<file path="config.mk">
export PLATFORM = sky130hd
export DESIGN_NAME = sim_step_sequencer_flat
export DESIGN_NICKNAME = d
export VERILOG_FILES = /design/src/rtl/sim_step_sequencer_if.sv /design/src/rtl/sim_step_sequencer.sv /design/src/flat_wrapper.sv
export SDC_FILE = /design/constraint.sdc
export NUM_CORES = 1
export LEC_CHECK = 0
export ABC_AREA = 1
export CORE_MARGIN = 5
export CORE_UTILIZATION = 58
export CTS_BUF_LIST = sky130_fd_sc_hd__clkbuf_4 sky130_fd_sc_hd__clkbuf_8
export CTS_CLUSTER_DIAMETER = 40
export DETAILED_ROUTE_END_ITERATION = 6
export PLACE_DENSITY = 0.87
export SYNTH_ARGS = -nofsm -noshare
export SYNTH_HDL_FRONTEND = slang
export SYNTH_SLANG_ARGS = --single-unit
</file>
<file path="constraint.sdc">
create_clock -name clk -period 3.86 [get_ports clk]
set_input_delay 0.579 -clock clk [delete_from_list [all_inputs] [get_ports clk]]
set_output_delay 0.579 -clock clk [all_outputs]
set_load 0.005 [all_outputs]
</file>
<file path="src/rtl/sim_step_sequencer_if.sv">
// Start/done handshake between the step sequencer and the pipeline stages.
// The sequencer owns the one-hot start pulses; each stage returns its own done bit.
interface sim_step_sequencer_if #(
    parameter int NUM_STAGES = 3
);
    logic [NUM_STAGES-1:0] stage_start;
    logic [NUM_STAGES-1:0] stage_done;

    modport master (output stage_start, input stage_done);
    modport slave  (input stage_start, output stage_done);
endinterface

</file>
<file path="src/rtl/sim_step_sequencer.sv">
// Frame scheduler: on each accepted frame tick, runs the stage chain STEPS_PER_FRAME
// times, one start/done handshake at a time, with overrun tracking and a stage watchdog.
module sim_step_sequencer #(
    parameter int NUM_STAGES      = 3,
    parameter int STEPS_PER_FRAME = 2,
    parameter int TIMEOUT         = 4096,
    parameter int CNTW            = 16,
    localparam int SW             = (NUM_STAGES > 1) ? $clog2(NUM_STAGES) : 1,
    localparam int PW             = $clog2(STEPS_PER_FRAME) + 1
) (
    input  logic                    clk,
    input  logic                    reset,
    input  logic                    enable,
    input  logic                    frame_tick,
    input  logic                    clear_fault,
    sim_step_sequencer_if.master    stages,
    output logic                    busy,
    output logic [SW-1:0]           cur_stage,
    output logic [PW-1:0]           cur_step,
    output logic                    frame_done,
    output logic [CNTW-1:0]         frame_count,
    output logic                    overrun,
    output logic [CNTW-1:0]         overrun_count,
    output logic                    fault,
    output logic [SW-1:0]           fault_stage
);
    localparam int TW = $clog2(TIMEOUT) + 1;

    typedef enum logic [2:0] {
        S_IDLE,
        S_LAUNCH,
        S_WAIT,
        S_DONE,
        S_FAULT
    } state_t;

    state_t                 state_reg, state_next;
    logic [SW-1:0]          stage_reg, stage_next;
    logic [PW-1:0]          step_reg, step_next;
    logic [TW-1:0]          timer_reg, timer_next;
    logic [NUM_STAGES-1:0]  start_reg, start_next;
    logic                   busy_reg, busy_next;
    logic                   frame_done_reg, frame_done_next;
    logic [CNTW-1:0]        frame_count_reg, frame_count_next;
    logic                   overrun_reg, overrun_next;
    logic [CNTW-1:0]        overrun_count_reg, overrun_count_next;
    logic                   fault_reg, fault_next;
    logic [SW-1:0]          fault_stage_reg, fault_stage_next;

    logic [NUM_STAGES-1:0]  done_hit;
    logic                   done_active;

    // Only the active stage's done bit is observed; the others are masked off.
    // Start pulses are decoded from the next state so they line up with LAUNCH.
    generate
        for (genvar gi = 0; gi < NUM_STAGES; gi++) begin : g_stage
            assign done_hit[gi]   = stages.stage_done[gi] && (stage_reg == SW'(gi));
            assign start_next[gi] = (state_next == S_LAUNCH) && (stage_next == SW'(gi));
        end
    endgenerate

    assign done_active = |done_hit;

    always_ff @(posedge clk) begin
        if (!reset) begin
            state_reg         <= S_IDLE;
            stage_reg         <= '0;
            step_reg          <= '0;
            timer_reg         <= '0;
            start_reg         <= '0;
            busy_reg          <= 1'b0;
            frame_done_reg    <= 1'b0;
            frame_count_reg   <= '0;
            overrun_reg       <= 1'b0;
            overrun_count_reg <= '0;
            fault_reg         <= 1'b0;
            fault_stage_reg   <= '0;
        end else begin
            state_reg         <= state_next;
            stage_reg         <= stage_next;
            step_reg          <= step_next;
            timer_reg         <= timer_next;
            start_reg         <= start_next;
            busy_reg          <= busy_next;
            frame_done_reg    <= frame_done_next;
            frame_count_reg   <= frame_count_next;
            overrun_reg       <= overrun_next;
            overrun_count_reg <= overrun_count_next;
            fault_reg         <= fault_next;
            fault_stage_reg   <= fault_stage_next;
        end
    end

    // A done arriving on the watchdog's last cycle still wins over the timeout.
    always_comb begin
        state_next = state_reg;
        stage_next = stage_reg;
        step_next  = step_reg;
        unique case (state_reg)
            S_IDLE: begin
                if (frame_tick && enable) begin
                    state_next = S_LAUNCH;
                    stage_next = '0;
                    step_next  = '0;
                end
            end
            S_LAUNCH: state_next = S_WAIT;
            S_WAIT: begin
                if (done_active) begin
                    if (stage_reg != SW'(NUM_STAGES - 1)) begin
                        stage_next = stage_reg + 1'b1;
                        state_next = S_LAUNCH;
                    end else if (step_reg != PW'(STEPS_PER_FRAME - 1)) begin
                        step_next  = step_reg + 1'b1;
                        stage_next = '0;
                        state_next = S_LAUNCH;
                    end else begin
                        state_next = S_DONE;
                    end
                end else if (timer_reg == TW'(TIMEOUT - 1)) begin
                    state_next = S_FAULT;
                end
            end
            S_DONE:  state_next = S_IDLE;
            S_FAULT: begin
                if (clear_fault) state_next = S_IDLE;
            end
            default: state_next = S_IDLE;
        endcase
    end

    // The timer reads 0 during LAUNCH and counts every cycle spent in WAIT.
    always_comb begin
        timer_next         = (state_next == S_WAIT) ? timer_reg + 1'b1 : '0;
        busy_next          = (state_next != S_IDLE);
        frame_done_next    = (state_next == S_DONE);
        frame_count_next   = frame_count_reg;
        overrun_next       = overrun_reg;
        overrun_count_next = overrun_count_reg;
        fault_next         = (state_next == S_FAULT);
        fault_stage_next   = fault_stage_reg;

        if (state_next == S_DONE) frame_count_next = frame_count_reg + 1'b1;

        if (frame_tick && (state_reg != S_IDLE)) begin
            overrun_next = 1'b1;
            if (overrun_count_reg != '1) overrun_count_next = overrun_count_reg + 1'b1;
        end

        if ((state_reg == S_WAIT) && (state_next == S_FAULT))
            fault_stage_next = stage_reg;
        else if ((state_reg == S_FAULT) && (state_next == S_IDLE))
            fault_stage_next = '0;
    end

    assign stages.stage_start = start_reg;
    assign busy               = busy_reg;
    assign cur_stage          = stage_reg;
    assign cur_step           = step_reg;
    assign frame_done         = frame_done_reg;
    assign frame_count        = frame_count_reg;
    assign overrun            = overrun_reg;
    assign overrun_count      = overrun_count_reg;
    assign fault              = fault_reg;
    assign fault_stage        = fault_stage_reg;
endmodule

</file>
<file path="src/flat_wrapper.sv">
// flat-port wrapper written by rule: the top's interface ports become plain ports
module sim_step_sequencer_flat 
#(
    parameter int NUM_STAGES      = 3,
    parameter int STEPS_PER_FRAME = 2,
    parameter int TIMEOUT         = 4096,
    parameter int CNTW            = 16,
    localparam int SW             = (NUM_STAGES > 1) ? $clog2(NUM_STAGES) : 1,
    localparam int PW             = $clog2(STEPS_PER_FRAME) + 1
)
  (clk, reset, enable, frame_tick, clear_fault, busy, cur_stage, cur_step, frame_done, frame_count, overrun, overrun_count, fault, fault_stage, stages_stage_start, stages_stage_done);
  sim_step_sequencer_if #(.NUM_STAGES(NUM_STAGES)) stages_i ();
  input  logic clk;
  input  logic reset;
  input  logic enable;
  input  logic frame_tick;
  input  logic clear_fault;
  output logic busy;
  output logic [SW-1:0] cur_stage;
  output logic [PW-1:0] cur_step;
  output logic frame_done;
  output logic [CNTW-1:0] frame_count;
  output logic overrun;
  output logic [CNTW-1:0] overrun_count;
  output logic fault;
  output logic [SW-1:0] fault_stage;
  output wire logic [$bits(stages_i.stage_start)-1:0] stages_stage_start;
  input wire logic [$bits(stages_i.stage_done)-1:0] stages_stage_done;
  assign stages_stage_start = stages_i.stage_start;
  assign stages_i.stage_done = stages_stage_done;
  sim_step_sequencer #(.NUM_STAGES(NUM_STAGES), .STEPS_PER_FRAME(STEPS_PER_FRAME), .TIMEOUT(TIMEOUT), .CNTW(CNTW)) u_core (.clk(clk), .reset(reset), .enable(enable), .frame_tick(frame_tick), .clear_fault(clear_fault), .stages(stages_i), .busy(busy), .cur_stage(cur_stage), .cur_step(cur_step), .frame_done(frame_done), .frame_count(frame_count), .overrun(overrun), .overrun_count(overrun_count), .fault(fault), .fault_stage(fault_stage));
endmodule
</file>
Word level (Yosys, flattened, before mapping)
Index checks and enable logic that the tools add are counted.

Add/sub/neg operators: 5. Multiply operators: 0. Divide/modulo/power cells: 0. $lt $le $gt $ge: 0. Eq/ne operators: 19. Shift-type cells: 0. Muxes and demuxes: 19. Bitwise logic cells: 0. Reduce and logical (&&, ||, !) cells: 22.

Operator list (count): 16-bit by 1-bit adder with 16-bit output (second input constant) (2); 2-bit 2-to-1 mux (11); 16-bit != test (second input constant) (1); 3-bit 2-to-1 mux (5); 13-bit by 1-bit adder with 13-bit output (second input constant) (1); 13-bit by 12-bit == test with 1-bit output (second input constant) (1); 3-bit one-hot mux with 4 select lines (1); 1-bit logical AND (10); 3-bit by 2-bit == test with 1-bit output (second input constant) (3); 2-bit by 1-bit != test with 1-bit output (second input constant) (4); 2-bit one-hot mux with 2 select lines (2); 3-bit by 1-bit == test with 1-bit output (second input constant) (2); 3-bit == test (second input constant) (2); 3-bit logical NOT (2); 3-bit nonzero test (2); 5-bit AND reduction (1); 2-bit by 1-bit adder with 2-bit output (second input constant) (2); 2-bit by 1-bit == test with 1-bit output (second input constant) (2); 2-bit == test (second input constant) (2); 2-bit logical NOT (2); 2-bit != test (second input constant) (2); 2-bit AND reduction (2); 2-bit nonzero test (2); 3-bit OR reduction (1).

Register bits: 61. Latch bits: 0. Memory bits (writable): 0. Bits in read-only memories: 0. Input bits: 8. Output and inout port bits: 45. Word-level logic and storage cells: 77. Memories kept: 0.

Logic depth before layout (Yosys ltp)
Gate-level depths: netlist (run 1).

Depth in word-level cells: 9. Depth in mapped cells: 12. Mapped depth without buffers: 12.

Worst setup path after synthesis (run 1)
Ideal clock, no wire load.

Path kind: register to register. Start: reg u_core.timer_reg[0]. End: reg u_core.timer_reg[4]. Arrival: 1.508 ns. Setup slack: 2.236 ns. Cell stages (with the launch flop): 12. Buffers on the path: 1. Clock period less this slack: 1.624 ns. Path through: dfxtp_1 ha_1 nand2_1 nor2_2 nand2_1 nor2_2 nor2_1 nor2_2 nor2_4 nand2_2 buf_6 nor2_1.

Word-level cells in the longest chain between the ends: 6.

Ends and longest elaborated chain: from (decl) (RTL line sim_step_sequencer.sv:40) `logic [TW-1:0] timer_reg, timer_next;`; from (signal assigned) (RTL line sim_step_sequencer.sv:82) `timer_reg <= timer_next;`; 13-bit by 12-bit == test with 1-bit output (RTL line sim_step_sequencer.sv:120) `end else if (timer_reg == TW'(TIMEOUT - 1)) begin`; 3-bit 2-to-1 mux (RTL line sim_step_sequencer.sv:120); 3-bit 2-to-1 mux (RTL line sim_step_sequencer.sv:109) `if (done_active) begin`; 3-bit one-hot mux with 4 select lines (RTL line sim_step_sequencer.sv:99) `unique case (state_reg)`; 3-bit by 2-bit == test with 1-bit output (RTL line sim_step_sequencer.sv:134) `timer_next = (state_next == S_WAIT) ? timer_reg + 1'b1 : '0;`; 2-bit AND reduction (no source line).

Parallel ways exist; a longest one is shown, timed or not. A chain may end at the register's enable or synchronous reset.

Worst setup path in the final report (run 1)
Start: reg u_core.overrun_count_reg[0], in the netlist u_core.overrun_count[0]. End: reg u_core.overrun_count_reg[5], in the netlist u_core.overrun_count[5].

Word-level cells in the longest chain between the ends: 2.

Ends and longest elaborated chain: from (decl) (RTL line sim_step_sequencer.sv:46) `logic [CNTW-1:0] overrun_count_reg, overrun_count_next;`; from (signal assigned) (RTL line sim_step_sequencer.sv:88) `overrun_count_reg <= overrun_count_next;`; parallel branches: the longest is 2 deep, another holds 16-bit by 1-bit adder with 16-bit output.

Parallel ways; which one is timed is not known.

==> results of run 1 <==
[cells in the final DEF (no fill, tap or decap), types with 2 or more instances in the layout]
master / n
nand2_1: 75
nand2_2: 2
nor3_1: 15
nand3_2: 2
a211oi_1: 2
a21oi_1: 31
nand3_1: 21
a31oi_1: 2
xor2_1: 15
inv_1: 45
nor4_1: 4
clkdlybuf4s50_1: 52
buf_4: 2
nor3b_1: 4
o21ai_0: 14
clkbuf_8: 12
ha_1: 4
dfxtp_1: 61
nor2_1: 54
nor2_2: 5
xnor2_1: 5
nand4_1: 7
[Yosys cell counts (all sizes together)]
master / count / area (um2)
nand2: 77 / 294.0
dfxtp: 61 / 1221
nor2: 60 / 245.2
inv: 46 / 172.7
a21oi: 32 / 163.9
nand3: 24 / 142.6
nor3: 16 / 91.34
xor2: 15 / 131.4
o21ai: 14 / 70.07
nand4: 7 / 43.79
xnor2: 5 / 43.79
buf: 4 / 26.27
clkbuf: 4 / 15.01
ha: 4 / 50.05
nor3b: 4 / 30.03
nor4: 4 / 25.02
a211oi: 2 / 15.01
a31oi: 2 / 12.51
and2: 1 / 6.260
and3: 1 / 6.260
clkinv: 1 / 5.000
nor4b: 1 / 15.01
o31ai: 1 / 7.510
or2: 1 / 6.260
[stage by stage]
stage                     hold WS [ps]  instances
after floorplan                  417.8        387
after global placement           428.0        500
after detailed placement         434.1        500
after CTS                        448.1        514
after global routing             472.5        514
final                            445.5        514
[critical path: stages, from the launching register on]
cell	delay (ps)
dfxtp_1	430
ha_1	220
nand3_1	80
nor2_1	280
nand3_1	130
nand2_1	370
inv_1	280
nand2_1	190
nor2_1	60
a21oi_1	120
nor3_1	50
[logic make-up after synthesis]
kind of cell             count (synthesis)  share of synthesized area [%]
AND/OR/NAND/NOR                        196                          31.89
flip-flops                              61                          43.00
buffers and inverters                   55                          7.709
AO/OA/AOI/OAI                           51                          9.471
XOR/XNOR                                20                          6.167
adder cells (fa/ha/maj)                  4                          1.762
[worst max-delay path by stage]
stage	slack (ps)	endpoint	from
detailed placement	1380	u_core.overrun_count[5]	frame_tick
global route	1250	u_core.overrun_count[5]	u_core.overrun_count[0]
floorplan	2240	u_core.timer_reg[4]	u_core.timer_reg[0]
global placement	1460	u_core.overrun_count[5]	frame_tick
finish	1530	u_core.overrun_count[5]	u_core.overrun_count[0]
CTS	1550	u_core.overrun_count[5]	u_core.overrun_count[0]
[cell type report]
cell class	instances	area share (%)
clock inverters	1	0.8293
inverters	47	4.907
repair buffers	54	14.79
flip-flops and latches	61	33.72
clock buffers	13	4.769
multi-input cells	271	38.67
well taps	67	2.315
[where the power goes]
| part | total (mW) | internal (mW) | switching, mW | leakage, nW |
|---|---|---|---|---|
| combinational | 0.0665 | 0.0285 | 0.0380 | 0.673 |
| sequential | 0.643 | 0.637 | 0.00619 | 0.492 |
| clock | 0.581 | 0.351 | 0.230 | 0.105 |
[routing by layer]
layer | up-vias | wire length (um)
li1 | 1366 | -
met1 | 1217 | 2932
met2 | 97 | 3071
met3 | 13 | 397
met4 | 0 | 143
met5 | - | 0
==> flow_summary.ini, run 1 <==
[status]
status = completed

[global_route]
grt_pass1_wl_mm = 11.34
grt_use_met2_pct = 36.18
grt_max_degree = 18
met3_usage_pct = 5.305
antenna_found_initial = 0
grtUsageMet1_pct = 27.64
grt.busiest_layer = met2
gr-total-overflow = 0
grt_pass1_vias = 2594
grtUsageTotal_pct = 22.57

[finish]
nets = 456
diodes = 0
n_fill_cell = 368
utilization_pct = 76.16
area_growth_pct = 27.49
seqCellArea_um2 = 1221
final_area_um2 = 3621
drive_gt1_share_pct = 7.383
multi_input_area_um2 = 1400

[power]
fin_total_pwr_mw = 1.291
ir_drop_mv = 0.2752
power.density_nw_per_um2 = 356.6
leakagePower_nw = 1.270

[flow_run]
maxCapViolations = 0

[drt]
drt_iter0_markers = 204
remaining_drc_errors = 0
via_per_inst = 5.239
vias = 2693
wl_mm = 6.544
dr.pass1.iters = 4
routedWlPerCell_um = 12.73
ant_nets = 0

[cts]
ctsLongestPathBuffers = 2
post_cts_buffers = 0
htree_levels = 3
root_buffer = clkbuf_8
clock_latency_ps = 340
clock-sinks = 61
cts_tree = built
numCtsBuffers = 9
ctsResizeCount = 0
hold_buffers = 0
clk_pin_slew_ps = 70

[logic_synthesis]
postSynthAreaPerCell_um2 = 7.339
syn_nets = 399
synthCells = 387
syn_area_um2 = 2840
ys_warn_count = 0
synth_cell_types = 33
yosys_register_bits = 61
yosysSeqAreaShare_pct = 43.00

[setup_path]
crit_path_start_kind = register
rr_worst_depth = 10
worstReg2RegStart = u_core.overrun_count[0]
path_max_fanout = 14
end_kind = register
r2r_setup_slack_ps = 1530
r2r_end = u_core.overrun_count[5]
crit_type = reg -> reg
cp.required_ps = 4090
crit_arrival_ps = 2560

[timing]
fmax_ghz = 0.4284
skew_ps = 6.835
max_slew_margin_pct = 62.51
maxSlewViolCount = 0
setup_violations = 0
setup_tns_ps = 0
setup_slack_ps = 1526
grt_setup_unrepaired = false
hold_viol = 0
fin_crit_ps = 2334
post-route-period-util_pct = 60.47
worstMarginPinSlew_ps = 561.8

[floorplan]
die-area_um2 = 6397
die_h_um = 79.98
die_x_um = 79.98
start_util_pct = 59.74
ios = 53
rows = 25
coreArea_um2 = 4755

[worst_hold_path]
hold_end = u_core.timer_reg[0]
min_path_type = reg -> reg
hold_start = u_core.timer_reg[0]
min_path_cells = 1

[place]
place_area_um2 = 3418
preCtsSetupSlack_ps = 1376
port_buffers = 52
place.gp.congestion = 0.9143
dp_hpwl_mm = 4.752
Power figures use the tool's default switching activity.
==> run 2, diff against run 1 <==
--- a/config.mk
+++ b/config.mk
@@ -7,11 +7,11 @@
 export LEC_CHECK = 0
 export ABC_AREA = 1
 export CORE_MARGIN = 5
-export CORE_UTILIZATION = 58
+export CORE_UTILIZATION = 54
 export CTS_BUF_LIST = sky130_fd_sc_hd__clkbuf_4 sky130_fd_sc_hd__clkbuf_8
 export CTS_CLUSTER_DIAMETER = 40
 export DETAILED_ROUTE_END_ITERATION = 6
-export PLACE_DENSITY = 0.87
+export PLACE_DENSITY = 0.82
 export SYNTH_ARGS = -nofsm -noshare
 export SYNTH_HDL_FRONTEND = slang
 export SYNTH_SLANG_ARGS = --single-unit
==> constraint.sdc (replaced) <==
create_clock -name clk -period 2.2 [get_ports clk]
set_input_delay 0.33 -clock clk [delete_from_list [all_inputs] [get_ports clk]]
set_output_delay 0.33 -clock clk [all_outputs]
set_load 0.005 [all_outputs]
==> run 2 against run 1 <==
  * Sequential cell count stayed put
  * Hold slack improved by 5.2 ps
  * Worst setup slack lost 1200 ps
  * First-iteration DRC count down 35%
  * Count of clock-buffer cells in the layout shrank 1
  * Register-to-register slack worse by 1200 ps
  * Via count fell by 1.4%
  * Die area up 6.5%
  * Cell count is 0.97% higher
  * Critical endpoint is now u_core.frame_count[14]
  * Largest power group unchanged
==> flow_summary.ini, run 2 (synthesis results as in run 1) <==
[status]
status = completed

[timing]
worstMarginPinSlew_ps = 493.9
fmax_ghz = 0.5314
fin_crit_ps = 1882
post-route-period-util_pct = 85.54
max_slew_margin_pct = 66.77
setup_tns_ps = 0
hold_viol = 0
grt_setup_unrepaired = false
holdWs_ps = 450.8
setup_violations = 0
skew_ps = 5.973
maxSlewViolCount = 0

[cts]
ctsLongestPathBuffers = 2
ctsResizeCount = 0
hold_buffers = 0
clk_pin_slew_ps = 60
root_buffer = clkbuf_8
htree_levels = 3
clock-sinks = 61
numCtsBuffers = 9
clock_latency_ps = 320
cts_tree = built
post_cts_buffers = 0

[global_route]
grt_pass1_vias = 2447
antenna_found_initial = 0
grtUsageTotal_pct = 20.01
grt_max_degree = 22
grt_pass1_wl_mm = 10.56
gr-total-overflow = 0

[finish]
nets = 458
multi_input_area_um2 = 1400
drive_gt1_share_pct = 7.795
seqCellArea_um2 = 1221
n_fill_cell = 449
final_area_um2 = 3606
final_common_cell = nand2_1
diodes = 0
area_growth_pct = 26.96
final_cell_mix = nand2_1, dfxtp_1, nor2_1, clkdlybuf4s50_1, inv_1

[setup_path]
r2r_end = u_core.frame_count[14]
crit_path_start_kind = register
cpMostUsedCell = nor3_1
cp.required_ps = 2420
path_max_fanout = 4
critPathBufInv = 1
worstReg2RegStart = u_core.frame_count[0]
max_stage_delay_ps = 390
end_kind = register
crit_type = reg -> reg
crit_arrival_ps = 2100
crit_family = simple AND/OR/NAND/NOR gates
rr_worst_depth = 8
cp_slowest_cell = dfxtp_1
crit_chain = ha_1, inv_1, nor3_1, nand4_1, nor3_1, nand2_1, o21ai_0, a21oi_1
r2r_setup_slack_ps = 320

[power]
power.density_nw_per_um2 = 585.3
ir_drop_mv = 0.4424
leakagePower_nw = 1.266

[place]
place.gp.congestion = 0.9136
place_area_um2 = 3437
dp_hpwl_mm = 4.632
port_buffers = 52

[floorplan]
start_util_pct = 55.61
die-area_um2 = 6810
ios = 53
die_h_um = 82.53
die_x_um = 82.53
coreArea_um2 = 5107
rows = 26

[drt]
remaining_drc_errors = 0
dr.pass1.iters = 4
routedWlPerCell_um = 12.12
ant_nets = 0
drt_iter0_markers = 132
via_per_inst = 5.118
wl_mm = 6.291
vias = 2656

[flow_run]
maxCapViolations = 0

[worst_hold_path]
min_path_type = reg -> reg
hold_end = u_core.timer_reg[0]
hold_start = u_core.timer_reg[0]
min_path_cells = 1
-- run 2: area by class of cell --
class	count	share of cell area, %
Tap cell	70	2.429
Timing Repair Buffer	56	15.27
Clock buffer	12	4.407
Multi-Input combinational cell	271	38.83
Inverter	47	4.927
Sequential cell	61	33.87
Clock inverter	2	0.2776
-- run 2: metal layers --
metal | up-vias | GRT usage, % | wire (um) | part of all wire, %
li1 | 1368 | - | - | -
met1 | 1188 | 23.83 | 2848 | 45
met2 | 88 | 33.57 | 2972 | 47
met3 | 12 | 4.989 | 367 | 5.8
met4 | 0 | 9.641 | 104 | 1.7
met5 | - | 0 | 0 | 0
-- run 2: worst max path at each step --
stage,start,to,cells after the start
6_report,u_core.frame_count[0],u_core.frame_count[14],8
4_1_cts,u_core.timer_reg[0],u_core.timer_reg[3],10
2_1_floorplan,u_core.timer_reg[0],u_core.timer_reg[4],11
5_1_grt,u_core.timer_reg[0],u_core.timer_reg[3],10
3_3_place_gp,stages_stage_done[1],u_core.frame_count[13],10
3_5_place_dp,stages_stage_done[1],u_core.frame_count[13],10
-- run 2: report_power, final --
group	total (mW)	switching [mW]	leakage, nW	internal, mW
Combinational	0.120	0.0670	0.682	0.0525
Sequential	1.13	0.0113	0.492	1.12
Clock	0.862	0.396	0.0915	0.466
Total	2.11	0.474	1.27	1.64
-- run 2: stage by stage --
stage	std cells	setup slack, ps	utilization, %	power, mW
final	519	318.1	70.60	2.111
after detailed placement	505	111.6	67.30	1.273
after CTS	519	317.4	70.60	2.124
after floorplan	387	576.0	-	1.219
after global placement	505	213.9	67.30	1.271
after global routing	519	73.84	70.60	2.200
